File: src/rtl/timer_pkg.sv
// rtl/timer_pkg.sv - shared constants and state encoding for the stopwatch timer controller
// Contents: state_t encoding, prescaler width, TICK_DIV / LIMIT_BCD defaults, BCD width.
package timer_pkg;

  localparam int BCD_W   = 16;
  localparam int PRESC_W = 20;

  localparam logic [PRESC_W-1:0] TICK_DIV_DEF  = 20'd100000;
  localparam logic [BCD_W-1:0]   LIMIT_BCD_DEF = 16'h9999;

  typedef enum logic [1:0] {
    ST_IDLE    = 2'd0,
    ST_RUN     = 2'd1,
    ST_PAUSE   = 2'd2,
    ST_EXPIRED = 2'd3
  } state_t;

endpackage

File: src/rtl/tick_prescaler.sv
// rtl/tick_prescaler.sv - 20-bit prescaler producing one registered wrap pulse per TICK_DIV enabled cycles
// Ports: clk, rst (async, active-high); enable advances the count; clear zeroes it
//        synchronously; wrap is high for one cycle after the count wraps TICK_DIV-1 -> 0.
module tick_prescaler
  import timer_pkg::*;
#(
  parameter logic [PRESC_W-1:0] TICK_DIV = TICK_DIV_DEF
) (
  input  logic clk,
  input  logic rst,
  input  logic enable,
  input  logic clear,
  output logic wrap
);

  logic [PRESC_W-1:0] r_count;
  logic               r_wrap;
  logic               w_at_top;

  assign w_at_top = (r_count == (TICK_DIV - 20'd1));

  // A disabled prescaler simply holds its count, which is what keeps a
  // pause from gaining or losing part of a period.
  always_ff @(posedge clk or posedge rst) begin
    if (rst) begin
      r_count <= '0;
      r_wrap  <= 1'b0;
    end else if (clear) begin
      r_count <= '0;
      r_wrap  <= 1'b0;
    end else if (enable) begin
      if (w_at_top) begin
        r_count <= '0;
        r_wrap  <= 1'b1;
      end else begin
        r_count <= r_count + 20'd1;
        r_wrap  <= 1'b0;
      end
    end else begin
      r_wrap <= 1'b0;
    end
  end

  assign wrap = r_wrap;

endmodule

File: src/rtl/timer_ctrl.sv
// rtl/timer_ctrl.sv - stopwatch control FSM driving a BCD counter_flop chain and character display
// Ports: clk, rst (async, active-high); start/stop/clear/lap one-cycle requests;
//        time_bcd chain value in; tick_out count enable and chain_rst clear to the chain;
//        running/expired/state status; display_bcd to the character display.
// Build option: define TIMER_CTRL_LAP_EN to enable the lap display-freeze feature.
module timer_ctrl
  import timer_pkg::*;
#(
  parameter logic [PRESC_W-1:0] TICK_DIV  = TICK_DIV_DEF,
  parameter logic [BCD_W-1:0]   LIMIT_BCD = LIMIT_BCD_DEF
) (
  input  logic             clk,
  input  logic             rst,
  input  logic             start,
  input  logic             stop,
  input  logic             clear,
  input  logic             lap,
  input  logic [BCD_W-1:0] time_bcd,
  output logic             tick_out,
  output logic             chain_rst,
  output logic             running,
  output logic             expired,
  output logic [BCD_W-1:0] display_bcd,
  output logic [1:0]       state
);

  state_t           r_state;
  state_t           w_next;
  logic             w_presc_en;
  logic             w_wrap;
  logic             r_running;
  logic             r_expired;
  logic             r_chain_rst;
  logic [BCD_W-1:0] r_display;

  // State register
  always_ff @(posedge clk or posedge rst) begin
    if (rst) r_state <= ST_IDLE;
    else     r_state <= w_next;
  end

  // Next state: clear beats everything; in RUN reaching the limit beats a pause.
  always_comb begin
    w_next = r_state;
    if (clear) begin
      w_next = ST_IDLE;
    end else begin
      case (r_state)
        ST_IDLE:    if (start) w_next = ST_RUN;
        ST_RUN: begin
          if (time_bcd == LIMIT_BCD) w_next = ST_EXPIRED;
          else if (stop)             w_next = ST_PAUSE;
        end
        ST_PAUSE:   if (start) w_next = ST_RUN;
        ST_EXPIRED: w_next = ST_EXPIRED;
        default:    w_next = ST_IDLE;
      endcase
    end
  end

  // Prescaler runs on the registered RUN state, but not on the edge that
  // enters EXPIRED, so a wrap due on that edge never reaches the chain.
  always_comb begin
    w_presc_en = (r_state == ST_RUN) && (w_next != ST_EXPIRED);
  end

  tick_prescaler #(.TICK_DIV(TICK_DIV)) u_presc (
    .clk    (clk),
    .rst    (rst),
    .enable (w_presc_en),
    .clear  (clear),
    .wrap   (w_wrap)
  );

  // chain_rst resets high so the chain is held clear for the whole reset.
  always_ff @(posedge clk or posedge rst) begin
    if (rst) begin
      r_running   <= 1'b0;
      r_expired   <= 1'b0;
      r_chain_rst <= 1'b1;
    end else begin
      r_running   <= (w_next == ST_RUN);
      r_expired   <= (w_next == ST_EXPIRED);
      r_chain_rst <= clear;
    end
  end

`ifdef TIMER_CTRL_LAP_EN
  logic r_freeze;

  always_ff @(posedge clk or posedge rst) begin
    if (rst)
      r_freeze <= 1'b0;
    else if (clear)
      r_freeze <= 1'b0;
    else if (lap && ((r_state == ST_RUN) || (r_state == ST_PAUSE)))
      r_freeze <= ~r_freeze;
  end

  // The value captured on the lap edge itself is the one held while frozen.
  always_ff @(posedge clk or posedge rst) begin
    if (rst)            r_display <= '0;
    else if (!r_freeze) r_display <= time_bcd;
  end
`else
  logic w_unused_lap;
  assign w_unused_lap = lap;

  always_ff @(posedge clk or posedge rst) begin
    if (rst) r_display <= '0;
    else     r_display <= time_bcd;
  end
`endif

  assign tick_out    = w_wrap;
  assign chain_rst   = r_chain_rst;
  assign running     = r_running;
  assign expired     = r_expired;
  assign display_bcd = r_display;
  assign state       = r_state;

endmodule
File: config.mk
export PLATFORM = sky130hd
export DESIGN_NAME = timer_ctrl
export DESIGN_NICKNAME = d
export VERILOG_FILES = /design/src/rtl/timer_pkg.sv /design/src/rtl/tick_prescaler.sv /design/src/rtl/timer_ctrl.sv
export SDC_FILE = /design/constraint.sdc
export NUM_CORES = 1
export LEC_CHECK = 0
export ABC_AREA = 1
export BUFFER_PORTS_ARGS = -buffer_cell sky130_fd_sc_hd__buf_2
export CAP_MARGIN = 10
export CORE_UTILIZATION = 48
export CTS_CLUSTER_DIAMETER = 150
export DETAILED_ROUTE_END_ITERATION = 12
export PLACE_DENSITY = 0.71
export SETUP_SLACK_MARGIN = 0.15
export SYNTH_ARGS = -nofsm -noshare
export SYNTH_HDL_FRONTEND = slang
export SYNTH_SLANG_ARGS = --single-unit
File: constraint.sdc
create_clock -name clk -period 3.5 [get_ports clk]
set_input_delay 0.35 -clock clk [delete_from_list [all_inputs] [get_ports clk]]
set_output_delay 0.35 -clock clk [all_outputs]
set_load 0.02 [all_outputs]
==> reports/metrics.yaml <==
synth_flop_cell: "dfrtp_1"
root_buffer: "clkbuf_8"
rsz0062_at_grt: "false"
synth_edf_count: 0
drt_iter0_drc: 122
ioPinCount: 44
firstDrtPassIters: 9
clk_latency_ns: 0.30
fp.dieH_um: 70.7
viasPerCell: 5.15
antenna_found_initial: 0
violations: "DRC"
start_util_pct: 51.0
path_cells: "inv_1 -> nand2_1 -> nor2_1 -> a21oi_2 -> nand2_2 -> nand2_2 -> nand3_1 -> nand2_1"
power_density_mw_per_mm2: 380
hp-class: "in -> async"
drv_cap: 0
area_growth_syn_to_layout_pct: 15.1
wl_um: 4880
die-area_mm2: 0.00500
rows: 24
track_usage_pct: 22.2
leakagePower_nw: 1.38
crit_arrival_ns: 2.04
slew_viol_final: 0
synth.area.top_cells: "dfrtp_1 (45%), nand2_1 (15%), nor2_1 (8.0%), nand3_1 (6.9%), nand4_1 (6.4%)"
antenna_cells: 0
crit_type: "reg -> reg"
finalHoldViolCount: 0
tightest_slew_ns: 0.690
ys_types: 24
swShare_pct: 25.4
cts_max_level: 2
slew_headroom_pct: 53.9
gp_congestion: 0.892
synth_commonest_cells: "nand2_1 (90), nor2_1 (48), dfrtp_1 (41)"
p_int_w: 0.000740
clk_pin_slew_worst_paths_ns: 0.09
cts_buffer_depth: 2
port_buffers: 42
synth_top_area_cell: "dfrtp_1"
fmax_mhz: 540
peakVddDrop_v: 0.000246
drc: 4
status: "finished with violations"
crit_fanout: 22
p_sw_w: 0.000252
synth.top_cell.area_share_pct: 45.3
yosys_warnings: 0
ys_seq_area_share_pct: 46.5
core_area_mm2: 0.00444
cp_slowest_cell: "dfrtp_1"
cts_made_buffers: 5
period_needed_ns: 1.85
synth_seq_cells: 42
synth_cells: 312
skew_ns: 0.0105
startpoint_type: "register"
cts.sinks: 42
overflow: 0
finalCritPeriodShare_pct: 52.9
fin_nets: 375
synth_most_common_cell: "nand2_1"
cts_setup_buffers: 0
setup_tns_ns: 0
synth.net_count: 335
dp_hpwl_um: 3490
vias: 2087
cts_resized: 0
async_flop_share_pct: 100
final_util_pct: 58.7
crit_required_ns: 3.69
setup-violations-final: 0
grt_max_degree: 43
wl_per_cell_um: 12.1
max_stage_delay_ns: 0.38
ctsHoldBuffers: 0
cp-end-kind: "register"
grt_pass1_wl_um: 8790
antenna_left: 0
syn_area_mm2: 0.00226
avgSynthCellArea_um2: 7.26
fp.dieW_um: 70.7
grt_pass1_vias: 1926
power_frac_comb_pct: 9.6
drive_gt1_share_pct: 18.1
cts_tree: "done"
p_clk_share_pct: 39.4
seqPwrFrac_pct: 51.0
worst max-delay path, delay by kind of cell, from the launching register on:
kind / cells / cell delay [ns]
AND/OR/NAND/NOR: 6 / 1.19
flip-flops: 1 / 0.38
AO/OA/AOI/OAI: 1 / 0.10
buffers and inverters: 1 / 0.06
path summary, 6_finish.rpt:
path / to / slack (ns) / startpoint / depth (start not counted)
worst max-delay path: u_presc.r_count[5] / 1.65 / state[1] / 8
worst min-delay path: state[0] / 0.16 / rst / 3
worst max register to register: u_presc.r_count[5] / 1.65 / state[1] / 8
worst min register to register: u_presc.r_count[1] / 0.57 / u_presc.r_count[1] / 2
max in group asynchronous: chain_rst / 2.97 / rst / 3
min in group clk: display_bcd[5] / 0.17 / time_bcd[5] / 1
final cells by class:
type,count,area [um^2]
fill,426,1840
multi-input combinational,218,998
timing repair buffer,44,225
clock inverter,3,43.8
clock buffer,5,68.8
sequential,42,1050
tap,52,65.1
inverter,41,154
power by group through the flow:
stage          combinational, W  clock [W]  sequential, W
6_report              0.0000949   0.000391       0.000506
5_1_grt                0.000107   0.000418       0.000507
4_1_cts               0.0000961   0.000397       0.000506
3_5_place_dp          0.0000959          0       0.000516
3_3_place_gp          0.0000942          0       0.000515
2_1_floorplan         0.0000448          0       0.000533
kinds of logic (layout without fill, tap and decap cells):
logic type	Yosys count	count (layout)	synth area share, %
XOR/XNOR	4	4	1.55
AO/OA/AOI/OAI	11	11	3.09
adder cells (fa/ha/maj)	1	1	0.552
buffers and inverters	52	93	9.45
AND/OR/NAND/NOR	202	202	38.9
flip-flops	42	42	46.5
metal layers:
metal  part of all wire [%]  vias up  track usage [%]
met4                    1.2        0             6.22
met3                    4.1        7             5.27
li1                       -     1065                -
met1                     48      980             29.7
met2                     47       35             36.4
met5                      0        -                0
cell usage in the layout, fill, tap and decap left out:
| master | Yosys | routed |
|---|---|---|
| nand2_1 | 90 | 90 |
| nor2_1 | 48 | 48 |
| buf_2 | 3 | 42 |
| dfrtp_1 | 41 | 41 |
| inv_1 | 37 | 37 |
| nand3_1 | 31 | 31 |
| nand4_1 | 23 | 23 |
| clkbuf_8 | 0 | 5 |
| nor2_2 | 4 | 4 |
| xor2_1 | 4 | 4 |
| o21ai_0 | 3 | 3 |
| nand2_2 | 3 | 3 |
| o21bai_1 | 3 | 3 |
| a21oi_2 | 2 | 2 |
| inv_2 | 2 | 2 |
| nand3b_1 | 2 | 2 |
| clkinv_1 | 2 | 2 |
| o21ai_1 | 2 | 2 |
| buf_4 | 0 | 2 |
| nor3_1 | 1 | 1 |
| a21oi_1 | 1 | 1 |
| ha_1 | 1 | 1 |
| dfstp_2 | 1 | 1 |
| clkinv_2 | 0 | 1 |
| bufinv_16 | 0 | 1 |
| inv_6 | 0 | 1 |
stage by stage:
stage	power, W	hold slack [ns]	worst slack [ns]	cells	cell area (um^2)
final	0.000991	0.159	1.65	405	2610
after global routing	0.00103	0.159	1.37	405	2610
after CTS	0.000998	0.168	1.64	405	2610
after detailed placement	0.000611	0.473	1.37	397	2490
after global placement	0.000609	0.471	1.43	397	2490
after floorplan	0.000578	0.354	2.06	312	2260
flip-flops by register name, indices dropped and copies added (netlist names):
| register | flops |
|---|---|
| u_presc.r_count | 20 |
| display_bcd | 16 |
| state | 2 |
| chain_rst | 1 |
| expired | 1 |
| running | 1 |
| u_presc.wrap | 1 |
Power figures use the tool's default switching activity.
